==> config.mk <==
export PLATFORM = sky130hd
export DESIGN_NAME = next_pc_unit
export DESIGN_NICKNAME = d
export VERILOG_FILES = /design/src/rtl/next_pc_unit.sv
export SDC_FILE = /design/constraint.sdc
export NUM_CORES = 1
export LEC_CHECK = 0
export CORE_ASPECT_RATIO = 0.9
export CORE_UTILIZATION = 50
export DETAILED_ROUTE_END_ITERATION = 10
export GPL_TIMING_DRIVEN = 0
export PLACE_DENSITY_LB_ADDON = 0.1
export SLEW_MARGIN = 20
export SYNTH_ARGS = -nofsm -noshare
export SYNTH_HDL_FRONTEND = slang
export SYNTH_SLANG_ARGS = --single-unit
==> constraint.sdc <==
create_clock -name clk -period 3.5 [get_ports clk]
set_clock_uncertainty 0.2 [all_clocks]
set_input_delay 0.875 -clock clk [delete_from_list [all_inputs] [get_ports clk]]
set_output_delay 0.875 -clock clk [all_outputs]
set_load 0.1 [all_outputs]
==> src/rtl/next_pc_unit.sv <==
// Next-PC selection: sequential, branch, jump, call and return,
// with a small return-address stack and a one-cycle flush pulse.
module next_pc_unit #(
  parameter int AW    = 8,
  parameter int DEPTH = 4
) (
  input  logic          clk,
  input  logic          rst,
  input  logic [AW-1:0] pc_cur,
  input  logic [AW-1:0] pc_pls1,
  input  logic          stall,
  input  logic          br_taken,
  input  logic          jump,
  input  logic          call,
  input  logic          ret,
  input  logic [AW-1:0] target,
  input  logic          err_clr,
  output logic [AW-1:0] pc_next,
  output logic          flush,
  output logic          stk_full,
  output logic          stk_empty,
  output logic          err_ovf,
  output logic          err_unf
);

  localparam int PW = $clog2(DEPTH) + 1;
  localparam logic [PW-1:0] L_FULL  = PW'(DEPTH);
  localparam logic [PW-1:0] L_INC   = PW'(1);
  localparam logic [PW-2:0] L_ONE   = (PW-1)'(1);

  logic [AW-1:0] r_stk [DEPTH];
  logic [PW-1:0] r_ptr;
  logic          r_flush;
  logic          r_ovf;
  logic          r_unf;

  logic [PW-2:0] w_top_idx;
  logic [AW-1:0] w_top;
  logic          w_full;
  logic          w_empty;
  logic [AW-1:0] w_pc_next;
  logic          w_redir;
  logic          w_push;
  logic          w_pop;
  logic          w_ovf;
  logic          w_unf;

  assign w_full    = (r_ptr == L_FULL);
  assign w_empty   = (r_ptr == '0);
  assign w_top_idx = r_ptr[PW-2:0] - L_ONE;
  assign w_top     = r_stk[w_top_idx];

  always_comb begin
    w_pc_next = pc_pls1;
    w_redir   = 1'b0;
    w_push    = 1'b0;
    w_pop     = 1'b0;
    w_ovf     = 1'b0;
    w_unf     = 1'b0;
    priority case (1'b1)
      stall: w_pc_next = pc_cur;
      ret: begin
        if (w_empty) begin
          w_unf = 1'b1;
        end else begin
          w_pc_next = w_top;
          w_pop     = 1'b1;
          w_redir   = 1'b1;
        end
      end
      call: begin
        w_pc_next = target;
        w_redir   = 1'b1;
        w_push    = !w_full;
        w_ovf     = w_full;
      end
      jump, br_taken: begin
        w_pc_next = target;
        w_redir   = 1'b1;
      end
      default: w_pc_next = pc_pls1;
    endcase
  end

  always_ff @(posedge clk or negedge rst) begin
    if (!rst) begin
      r_ptr   <= '0;
      r_flush <= 1'b0;
      r_ovf   <= 1'b0;
      r_unf   <= 1'b0;
    end else begin
      r_flush <= w_redir;
      if (w_push)
        r_ptr <= r_ptr + L_INC;
      else if (w_pop)
        r_ptr <= r_ptr - L_INC;
      // a new error in the same cycle beats err_clr
      r_ovf <= w_ovf | (r_ovf & ~err_clr);
      r_unf <= w_unf | (r_unf & ~err_clr);
    end
  end

  // entries are not reset; the pointer alone defines what is live
  always_ff @(posedge clk) begin
    if (w_push && rst)
      r_stk[r_ptr[PW-2:0]] <= pc_pls1;
  end

  assign pc_next   = w_pc_next;
  assign flush     = r_flush;
  assign stk_full  = w_full;
  assign stk_empty = w_empty;
  assign err_ovf   = r_ovf;
  assign err_unf   = r_unf;

endmodule

==> impl_metrics.py, run 1 <==
metrics = {
    "floorplan": {
        "boundaryPins": 45,
        "die_y_microns": 61.3,
        "core_area_sq_um": 3730,
        "initial_core_util_pct": 52.3,
        "die-area_sq_um": 4160,
        "num_rows": 21,
        "die_w_microns": 67.9,
    },
    "timing": {
        "holdWs_ns": 0.316,
        "report.final.slew_viol_count": 0,
        "finalSetupViolations": 0,
        "fin_crit_sh_pct": 99.3,
        "hold_viol": 0,
        "setup-tns-final_ns": 0,
        "clock.fmax_mhz": 288,
        "fin_crit_ns": 3.48,
        "tightest_slew_ns": 0.971,
        "relSlewSlack_pct": 35.0,
    },
    "place": {
        "port_buffers": 43,
        "gp_congestion": 0.761,
        "dp_hpwl_mm": 3.03,
        "dp_cells": 223,
    },
    "clocking": {
        "clkTransAtPathRegs_ns": 0.07,
        "cts-root-buf": "clkbuf_8",
        "htree_levels": 2,
        "postCtsHoldBufs": 0,
        "cts_made_buffers": 5,
        "cts_buffer_depth": 2,
        "cts_tree": "done",
        "numClockSinks": 38,
        "insertion_delay_ns": 0.29,
    },
    "pwr": {
        "leakage_nw": 0.999,
        "finalPower_mw": 1.87,
        "ir_drop_uv": 486,
        "powerDensity_nw_per_um2": 713,
    },
    "routing": {
        "vias": 1404,
        "wirelength_mm": 4.49,
        "dr.pass1.iters": 4,
        "drc": 0,
        "drt-initial-drc-count": 89,
        "antenna_left": 0,
        "post_drt_wl_per_cell_microns": 19.1,
        "viasPerCell": 5.97,
    },
    "setup_path": {
        "slowest_delay_ns": 0.49,
        "start_kind": "input pin",
        "worst_ep_required_time_ns": 2.42,
        "path_max_fanout": 3,
        "r2r_setup_slack_ns": 1.13,
        "path_cells": "clkdlybuf4s50_1 -> o41ai_4 -> buf_4 -> a311o_1 -> buf_8",
        "critPathArrivalTime_ns": 2.40,
        "worstSetupPathType": "input pin to primary output",
        "cp_slowest_cell": "clkdlybuf4s50_1",
        "crit_path_end_kind": "primary output",
    },
    "global_route": {
        "track_usage_pct": 23.7,
        "grt_max_degree": 12,
        "grt-ovfl-total": 0,
        "grt_pass1_vias": 1356,
        "antenna_found_initial": 0,
        "grt_pass1_wl_mm": 6.71,
    },
    "cells_and_area": {
        "finish.utilization_pct": 70.4,
        "syn2layout_area_growth_pct": 34.4,
        "nets": 226,
        "drive_above_1_share_pct": 21.7,
        "diodes": 0,
        "finalNonFillerCells": 235,
    },
    "synth": {
        "syn_nets": 171,
        "syn_area_sq_um": 1950,
        "synth_area_per_cell_sq_um": 14.6,
        "yosysSeqAreaShare_pct": 56.9,
        "synth_edf_count": 32,
        "ys_ff_latch": 38,
        "synth_cells": 134,
        "ys_warn_count": 0,
        "synthDistinctLibCells": 31,
        "synthArstFlopShare_pct": 15.8,
        "synth_ff_type": "edfxtp_1",
    },
    "outcome": {
        "status": "finished clean",
    },
    "run": {
        "maxCapViolCount": 0,
    },
    "min_path": {
        "hold_path_class": "register to register",
    },
}
stage by stage:
step,area (sq um),worst slack (ns)
2_1_floorplan,1950,-0.0786
3_3_place_gp,2440,-1.27
3_5_place_dp,2440,-1.25
4_1_cts,2600,0.0149
5_1_grt,2630,-0.00299
6_report,2630,0.0245
routing by layer:
metal	global-route usage (%)	part of all wire, %	vias to the layer above
met5	0	0	-
met4	8.33	1.4	0
met3	5.56	5.5	9
met2	37.2	49	60
met1	32.6	44	700
li1	-	-	635
worst max-delay path, delay by kind of cell:
| kind | cells | cell delay, ns |
|---|---|---|
| buf+inv | 3 | 0.89 |
| compound gates | 2 | 0.62 |
synthesized netlist by cell type, types with 2 or more instances:
| cell | count | area (sq um) |
|---|---|---|
| a311o_1 | 8 | 80.1 |
| clkbuf_1 | 4 | 15.0 |
| ha_1 | 4 | 50.1 |
| dfrtp_1 | 6 | 150 |
| mux2_2 | 2 | 22.5 |
| buf_2 | 2 | 10.0 |
| nor2_1 | 5 | 18.8 |
| a22o_1 | 2 | 17.5 |
| nor3b_1 | 2 | 15.0 |
| a31oi_1 | 2 | 12.5 |
| mux4_2 | 8 | 180 |
| nand2_1 | 2 | 7.51 |
| nand2b_1 | 9 | 56.3 |
| inv_1 | 10 | 37.5 |
| and4_1 | 7 | 61.3 |
| nor3_1 | 8 | 40.0 |
| mux2i_1 | 8 | 80.1 |
| edfxtp_1 | 32 | 961 |
what timing repair did:
| item | in CTS | in global routing |
|---|---|---|
| pin swaps | 2 | 1 |
| buffers inserted | 4 | 2 |
| endpoints found under the hold margin | 0 | 0 |
| endpoints found under the setup margin | 10 | 8 |
| resized for setup | 72 | 6 |
final cells by class:
class / instances / area [sq um]
flip-flops and latches: 38 / 1110
fillers: 274 / 1110
multi-input cells: 79 / 790
repair buffers: 49 / 494
clock buffers: 5 / 68.8
well taps: 46 / 57.6
plain buffers: 6 / 55.1
inverters: 10 / 37.5
clock inverters: 2 / 10.0
state kept, by name, summed over array words and instances, names as in the netlist:
register  count
r_stk        32
r_ptr         3
err_ovf       1
err_unf       1
flush         1
placed cells by master, fill, tap and decap left out, types with 2 or more instances in the layout:
| cell | count |
|---|---|
| nand2b_1 | 9 |
| mux4_2 | 8 |
| buf_4 | 4 |
| mux2_2 | 2 |
| clkinv_2 | 2 |
| a22o_1 | 2 |
| edfxtp_1 | 32 |
| a31oi_1 | 2 |
| a311o_1 | 8 |
| nor3b_1 | 2 |
| buf_6 | 10 |
| dfrtp_1 | 5 |
| clkdlybuf4s50_1 | 30 |
| nor2_1 | 5 |
| clkbuf_8 | 5 |
| clkbuf_1 | 2 |
| mux2i_1 | 8 |
| nor3_1 | 8 |
| ha_1 | 3 |
| nand2_1 | 2 |
| clkbuf_2 | 2 |
| buf_8 | 2 |
| inv_1 | 10 |
| and4_1 | 7 |
| dlygate4sd2_1 | 3 |
logic make-up after synthesis:
| kind of cell | synth area share, % |
|---|---|
| fa+ha+maj | 3.59 |
| xor+xnor | 0.449 |
| simple gates | 12.4 |
| flops | 56.9 |
| buf+inv | 3.78 |
| mux | 14.5 |
| compound gates | 8.46 |
worst paths after layout:
check	startpoint	to	depth (start not counted)
worst max-delay path	br_taken	pc_next[6]	5
worst min-delay path	err_unf	err_unf	1
worst max register to register	r_ptr[1]	r_stk[0][5]	5
worst min register to register	err_unf	err_unf	1
max in group asynchronous	rst	r_ptr[0]	1
min in group asynchronous	rst	r_ptr[2]	1
power breakdown:
| group | switching (mW) | total, mW | internal [mW] | leakage [nW] |
|---|---|---|---|---|
| clock | 0.151 | 0.285 | 0.134 | 0.0438 |
| combinational | 0.612 | 1.03 | 0.418 | 0.594 |
| sequential | 0.0310 | 0.557 | 0.526 | 0.361 |
Power figures use the tool's default switching activity.
==> run 2, diff against run 1 <==
--- a/config.mk
+++ b/config.mk
@@ -5,11 +5,13 @@
 export SDC_FILE = /design/constraint.sdc
 export NUM_CORES = 1
 export LEC_CHECK = 0
+export ABC_CLOCK_PERIOD_IN_PS = 3500
 export CORE_ASPECT_RATIO = 0.9
 export CORE_UTILIZATION = 50
 export DETAILED_ROUTE_END_ITERATION = 10
 export GPL_TIMING_DRIVEN = 0
 export PLACE_DENSITY_LB_ADDON = 0.1
+export RECOVER_POWER = 50
 export SLEW_MARGIN = 20
 export SYNTH_ARGS = -nofsm -noshare
 export SYNTH_HDL_FRONTEND = slang
==> impl_metrics.py, run 2 (synthesized netlist as in run 1, its figures left out) <==
metrics = {
    "global_route": {
        "antenna_found_initial": 0,
        "grt_max_degree": 12,
        "grt_pass1_vias": 1356,
        "track_usage_pct": 23.7,
        "grt_pass1_wl_mm": 6.71,
        "grt-ovfl-total": 0,
    },
    "timing": {
        "fin_crit_ns": 3.47,
        "setup-tns-final_ns": 0,
        "hold_viol": 0,
        "fin_crit_sh_pct": 99.2,
        "tightest_slew_ns": 0.975,
        "finalSetupViolations": 0,
        "report.final.slew_viol_count": 0,
        "clock.fmax_mhz": 288,
        "finalWorstSetupSlack_ns": 0.0264,
        "relSlewSlack_pct": 34.8,
    },
    "cells_and_area": {
        "drive_above_1_share_pct": 21.7,
        "finish.utilization_pct": 70.4,
        "diodes": 0,
        "seqCellArea_sq_um": 1110,
        "syn2layout_area_growth_pct": 34.4,
        "nFillCells": 274,
        "nets": 226,
        "largest_register_ffs": 32,
        "final_cell_mix": "edfxtp_1 (32), clkdlybuf4s50_1 (21), inv_1 (10), buf_6 (10)",
        "multi_input_area_sq_um": 790,
        "layout_commonest_cell": "edfxtp_1",
    },
    "routing": {
        "dr.pass1.iters": 4,
        "post_drt_wl_per_cell_microns": 19.1,
        "drc": 0,
        "vias": 1386,
        "wirelength_mm": 4.49,
        "drt-initial-drc-count": 102,
        "antenna_left": 0,
        "viasPerCell": 5.90,
    },
    "setup_path": {
        "critPathArrivalTime_ns": 2.40,
        "cp-endpoint": "pc_next[6]",
        "crit_path_end_kind": "primary output",
        "worstSetupPathType": "input pin to primary output",
        "start_kind": "input pin",
        "reg2reg_depth": 5,
        "path_cells": "clkdlybuf4s50_1 -> o41ai_4 -> buf_4 -> a311o_1 -> buf_8",
        "path_max_fanout": 3,
        "r2r-end": "r_stk[3][7]",
        "cp_slowest_cell": "clkdlybuf4s50_1",
        "worst_ep_required_time_ns": 2.42,
        "r2r_setup_slack_ns": 1.11,
        "r2r_start": "r_ptr[1]",
        "slowest_delay_ns": 0.49,
        "crit_start": "br_taken",
    },
    "pwr": {
        "finalPower_mw": 1.87,
        "leakage_nw": 1.00,
        "powerDensity_nw_per_um2": 711,
        "ir_drop_uv": 482,
    },
    "min_path": {
        "hold_path_class": "register to register",
    },
    "place": {
        "dp_hpwl_mm": 3.03,
        "gp_congestion": 0.761,
        "port_buffers": 43,
        "pre_cts_slack_ns": -1.25,
    },
    "floorplan": {
        "die-area_sq_um": 4160,
        "initial_core_util_pct": 52.3,
        "num_rows": 21,
        "die_w_microns": 67.9,
        "core_area_sq_um": 3730,
        "die_y_microns": 61.3,
        "boundaryPins": 45,
    },
    "outcome": {
        "status": "finished clean",
    },
    "run": {
        "maxCapViolCount": 0,
    },
    "clocking": {
        "cts-root-buf": "clkbuf_8",
        "htree_levels": 2,
        "cts_made_buffers": 5,
        "insertion_delay_ns": 0.28,
        "clkTransAtPathRegs_ns": 0.07,
        "cts_tree": "done",
        "numClockSinks": 38,
        "cts_buffer_depth": 2,
        "postCtsHoldBufs": 0,
    },
}
run 2: cell count changes in the layout (fill, tap and decap cells not counted), sizes merged:
cell,before,now
clkdlybuf4s50,30,21
dlygate4sd3,0,9
run 2: worst min path at each step:
stage | cells after the start | to | start | slack, ns
6_report | 1 | err_unf | err_unf | 0.32
5_1_grt | 1 | err_unf | err_unf | 0.35
4_1_cts | 1 | err_unf | err_unf | 0.32
3_5_place_dp | 1 | err_unf | err_unf | 0.30
3_3_place_gp | 1 | err_unf | err_unf | 0.29
2_1_floorplan | 1 | r_ptr[2] | r_ptr[2] | 0.30
run 2: repair_timing:
action,CTS,global route
resized for setup,72,6
pin swaps,2,1
setup buffers,4,2
setup endpoints to repair,10,8
run 2: power by group:
part	total, mW	internal (mW)	switching, mW
combinational	1.03	0.416	0.614
sequential	0.556	0.526	0.0305
clock	0.280	0.134	0.146
total	1.87	1.08	0.790
run 2: area by class of cell:
class / instances / share of cell area, %
Clock buffer: 5 / 2.62
Clock inverter: 2 / 0.381
Timing Repair Buffer: 49 / 18.8
Inverter: 10 / 1.43
Buffer: 6 / 2.10
Sequential cell: 38 / 42.4
Tap cell: 46 / 2.19
Multi-Input combinational cell: 79 / 30.1
run 2: worst max-delay path, delay by kind of cell:
family | cells | cell delay, ns
buffers and inverters | 3 | 0.89
AOI/OAI and AO/OA | 2 | 0.62
run 2: per-stage QoR:
step	std cells	area [sq um]	hold WS, ns
floorplan	134	1950	0.299
global placement	223	2440	0.288
detailed placement	223	2440	0.298
CTS	233	2600	0.319
global route	235	2630	0.349
finish	235	2630	0.316
run 2: routing by layer:
layer,track usage [%],share of wire [%],up-vias
li1,-,-,635
met1,32.6,46,694
met2,37.2,49,53
met3,5.56,4.7,4
met4,8.33,0.60,0
met5,0,0,-
==> variant 1 (config.mk and constraints of run 1) <==
Make the reset (`rst`) synchronous in one clocked block.
--- a/src/rtl/next_pc_unit.sv
+++ b/src/rtl/next_pc_unit.sv
@@ -82,7 +82,7 @@
     endcase
   end
 
-  always_ff @(posedge clk or negedge rst) begin
+  always_ff @(posedge clk) begin
     if (!rst) begin
       r_ptr   <= '0;
       r_flush <= 1'b0;
Formal check against the unedited RTL: differs if rst is asserted again (counterexample within 4 cycles, from zero or initial values and one cycle with rst low); with rst held inactive, the same outputs for 10 cycles.
==> variant 1 against run 1 <==
Worst hold slack got worse by 56 ps; worst setup slack gained 65 ps; cell count rose by 7.7%; sequential cell count unchanged; routed wire length rose by 1.4%; final area is 3.7% higher; largest cell class unchanged; synthesized area decreased by 1.7%.
Power is not compared: it rests on default switching activity, and its combinational part moved more than twofold at a synthesized area within 25%.
==> variant 1: results (changes against run 1) <==
| Metric | Value |
|---|---|
| Max FO, Critical Path | 9 (+6) |
| Total GRT Usage | 25.2% (+1.5 points) |
| Largest net degree at the start of global routing | 14 (+2) |
| Asr flop ratio synth | 0% (-16 points) |
| Largest cells by area after synthesis | edfxtp_1 50%, mux4_2 9.4%, dfxtp_1 6.3%, nand2_1 5.5%, a32oi_1 3.7% |
| P_seq | 513 µW |
| # diodes | 0 (unchanged) |
| Crit-path slowest cell | dlygate4sd2_1 |
| Dpl ws | -1390 ps (-145 ps) |
| Mux contribution to synthesized area | 9.91% (-4.6 points) |
| Seq/Total Area, Yosys | 56.3% (-0.56 points) |
| Cts bufs inserted | 5 (unchanged) |
| Synth warn | 0 (unchanged) |
| Worst skew pair latency | 300 ps |
| Largest register FFs | 32 (unchanged) |
| First-pass GRT wire length | 6970 µm (+3.8%) |
| Vias | 1,453 (+3.5%) |
| Post-Synth XOR/XNOR Area | 0.913% (+0.46 points) |
| Share of cells above drive strength 1 | 21.1% (-0.64 points) |
| Placed Instances | 247 (+11%) |
| Complex-gate fraction of the synthesized area | 12.1% (+3.7 points) |
| Post-synth top cells | 32 x edfxtp_1, 28 x nand2_1, 18 x inv_1 |
| Fillers | 222 (-19%) |
| Detailed Routing Iterations Pass 1 | 4 (unchanged) |
| Root buf cell | clkbuf_8 |
| 1st-iter DRT viols | 90 (+1.1%) |
| Vias in the first global route | 1,419 (+4.6%) |
| Mean Syn Cell Area | 12.0 µm² (-18%) |
| Placed cell area | 0.00256 mm² (+4.9%) |
| Post-synth cell types | 34 (+9.7%) |
| DR WL/cell | 18.0 µm (-5.8%) |
| Reg clk slew, reported paths | 70 ps (about the same) |
| Rel. slew slack | 34.5% (-0.58 points) |
| Critical path arrival | 2340 ps (-60 ps) |
| Dpl hpwl | 3220 µm (+6.2%) |
| Syn_nets | 197 (+15%) |
| Post-Synth Adder-Cell Area | 3.65% (+0.063 points) |
| Routed WL | 4550 µm (+1.4%) |
| Status | completed |
| Placer Congestion | 0.852 (+12%) |
| Int Pwr | 895 µW |
| EDFF count, synth | 32 (unchanged) |
| Biggest cell delay along the critical path | 320 ps (-170 ps) |
==> variant 1: cell count changes in the layout (fill, tap and decap cells not counted), moves of 5 or more <==
cell,before,now
a21o_1,1,8
a21oi_1,0,10
a311o_1,8,0
a32oi_4,0,8
and4_1,7,0
buf_6,10,5
dfrtp_1,5,0
dfxtp_1,0,5
inv_1,10,18
mux2i_1,8,1
nand2_1,2,28
nand2b_1,9,1
nor3_1,8,1
==> variant 1: routing by layer <==
layer,share of wire [%],track usage (%),vias up
met2,52,43.1,52
met5,0,0,-
met1,40,31.4,713
met4,1.1,10.0,0
li1,-,-,682
met3,6.9,5.08,6
==> variant 1: cells by family (layout without fill, tap and decap cells) <==
logic type	count (synthesis)	count (layout)
and+or+nand+nor	48	48
DFF	38	38
AOI/OAI and AO/OA	32	32
buffers and inverters	26	75
muxes	9	9
adders and majority gates	5	5
xor gates and xnor gates	2	2
==> variant 1: path summary, 6_finish.rpt <==
path	from	end	slack, ps	depth (start not counted)
setup / recovery	call	pc_next[6]	90	7
hold / removal	err_unf	err_unf	260	2
setup reg to reg	r_ptr[0]	r_stk[1][1]	970	6
hold reg to reg	err_unf	err_unf	260	2
==> variant 1: final cells by class <==
type | instances | area [µm²] | area share, %
clock buffer | 5 | 68.8 | 2.53
inverter | 18 | 67.6 | 2.48
buffer | 6 | 43.8 | 1.61
multi-input combinational | 96 | 898 | 33.0
timing repair buffer | 43 | 465 | 17.1
sequential | 38 | 1080 | 39.8
tap | 44 | 55.1 | 2.02
clock inverter | 3 | 40.0 | 1.47
==> variant 1: repair_timing <==
item / CTS / global route
buffers inserted: 0 / 0
endpoints found under the setup margin: 10 / 8
pin swaps: 1 / 0
resized for setup: 75 / 5
==> variant 1: critical path: cells and delay by family <==
family	cells	cell delay, ps
buf+inv	3	800
compound gates	2	420
simple gates	2	230
==> variant 2 (config.mk and constraints of run 1) <==
Without the edit above. `DEPTH`: 4 -> 8.
--- a/src/rtl/next_pc_unit.sv
+++ b/src/rtl/next_pc_unit.sv
@@ -2,7 +2,7 @@
 // with a small return-address stack and a one-cycle flush pulse.
 module next_pc_unit #(
   parameter int AW    = 8,
-  parameter int DEPTH = 4
+  parameter int DEPTH = 8
 ) (
   input  logic          clk,
   input  logic          rst,
Behaviour: not the same (Yosys sat finds a counterexample within 10 cycles, from zero or initial values and one cycle with rst low).
==> variant 2 against run 1 <==
Power is 100% higher; core utilization decreased by 2.8 points; worst setup slack worse by 2.0 ps; sequential share of layout area up 1.3 points; sequential cell count increased by 33; routed wire length up 83%; final area is 83% higher; synthesized area increased by 90%; highest routed layer unchanged.
==> variant 2: results (changes against run 1) <==
| Metric | Value |
|---|---|
| IO Port Bufs | 44 (+2.3%) |
| Max FO, Critical Path | 6 (+3) |
| Routed WL | 8230 µm (+83%) |
| Peak supply drop | 496 µV (+2.2%) |
| Fillers | 533 (+95%) |
| CTS H-tree lvls | 3 (+1) |
| Startpoint Class | register |
| Nets | 364 (+61%) |
| Syn_nets | 303 (+77%) |
| Total GRT Usage | 22.5% (-1.2 points) |
| Dpl hpwl | 5950 µm (+97%) |
| Cts bufs inserted | 9 (+4) |
| Worst skew pair latency | 340 ps (+50 ps) |
| Hold depth | 2 (+1) |
| Seq/Total Area, Yosys | 56.4% (-0.51 points) |
| Reg clk slew, reported paths | 90 ps (+20 ps) |
| Post-synth cell types | 41 (+32%) |
| FF-to-FF path depth | 11 (+6) |
| Largest cells by area after synthesis | edfxtp_1 52%, mux4_2 9.1%, mux2i_1 5.1%, dfrtp_1 4.7%, nand3_1 2.4% |
| Vias in the first global route | 2,569 (+89%) |
| 1st-iter DRT viols | 72 (-19%) |
| Mean Syn Cell Area | 13.9 µm² (-4.4%) |
| Placed Instances | 404 (+81%) |
| Asr flop ratio synth | 9.86% (-5.9 points) |
| Routed vias/inst | 5.80 (-2.9%) |
| Leakage power | 0.00170 µW (+70%) |
| First-pass GRT wire length | 13,100 µm (+95%) |
| Placer Congestion | 0.787 (+3.4%) |
| Share of cells above drive strength 1 | 33.6% (+12 points) |
| Largest net degree at the start of global routing | 16 (+4) |
| Status | completed |
| Biggest cell delay along the critical path | 380 ps (-110 ps) |
| Rel. slew slack | 35.1% (about the same) |
| Int Pwr | 2300 µW (+110%) |
variant 2: cell types whose count changed in the layout (fill, tap and decap cells not counted), sizes merged, moves of 10 or more:
cell	run 1	this run
a21oi	0	10
nor2b	1	11
edfxtp	32	64
nand3	1	19
mux2i	8	19
clkbuf	9	21
variant 2: per-layer routing:
layer	share of wire [%]	global-route usage [%]	up-vias
met3	5.2	4.10	6
met4	0.86	6.57	0
li1	-	-	1178
met2	46	35.9	81
met5	0	0	-
met1	48	31.7	1206
variant 2: final timing paths:
path / endpoint / slack, ps
worst min register to register: err_ovf / 340
worst min-delay path: err_ovf / 340
worst max register to register: r_ptr[3] / 920
max in group asynchronous: r_ptr[0] / 2130
min in group asynchronous: r_ptr[2] / 630
worst max-delay path: pc_next[5] / 20
variant 2: kinds of logic after synthesis:
kind of cell / share of synthesized area, %
DFF: 56.4
and+or+nand+nor: 10.9
buffers and inverters: 2.99
xor gates and xnor gates: 0.471
adders and majority gates: 1.55
muxes: 17.9
AOI/OAI and AO/OA: 9.75
variant 2: final cells by class:
| cell class | count | area share, % |
|---|---|---|
| Tap cell | 93 | 2.42 |
| Clock buffer | 9 | 2.58 |
| Sequential cell | 71 | 43.7 |
| Timing Repair Buffer | 52 | 11.9 |
| Clock inverter | 7 | 1.30 |
| Inverter | 6 | 0.625 |
| Multi-Input combinational cell | 172 | 34.4 |
| Buffer | 16 | 3.15 |
variant 2: through the flow:
step / total power [µW] / cell area (µm²) / util [%] / setup slack [ps]
5_1_grt: 4010 / 4810 / 67.6 / -36.1
6_report: 3830 / 4810 / 67.6 / 22.5
4_1_cts: 3670 / 4720 / 66.4 / 0.0300
3_5_place_dp: 2870 / 4380 / 61.6 / -1330
2_1_floorplan: 2480 / 3820 / - / -65.4
3_3_place_gp: 2840 / 4370 / 61.5 / -1320
variant 2: timing repair:
item,CTS,global route
pin swaps,3,7
cloned,0,1
buffers inserted,4,3
setup endpoints to repair,10,8
resized for setup,131,24
variant 2: critical path, delay by kind of cell (launching register included):
family                   cells  cell delay (ps)
multiplexers                 1              330
AO/OA/AOI/OAI                1              270
flip-flops                   1              380
adder cells (fa/ha/maj)      1              320
AND/OR/NAND/NOR              2              260
buffers and inverters        4              490
variant 2: power by group through the flow:
stage          Clock [µW]  Sequential (µW)  Combinational (µW)
2_1_floorplan           0             1050                1430
3_3_place_gp            0             1020                1820
3_5_place_dp            0             1030                1850
4_1_cts               616              994                2060
5_1_grt               647              998                2370
6_report              604              994                2230
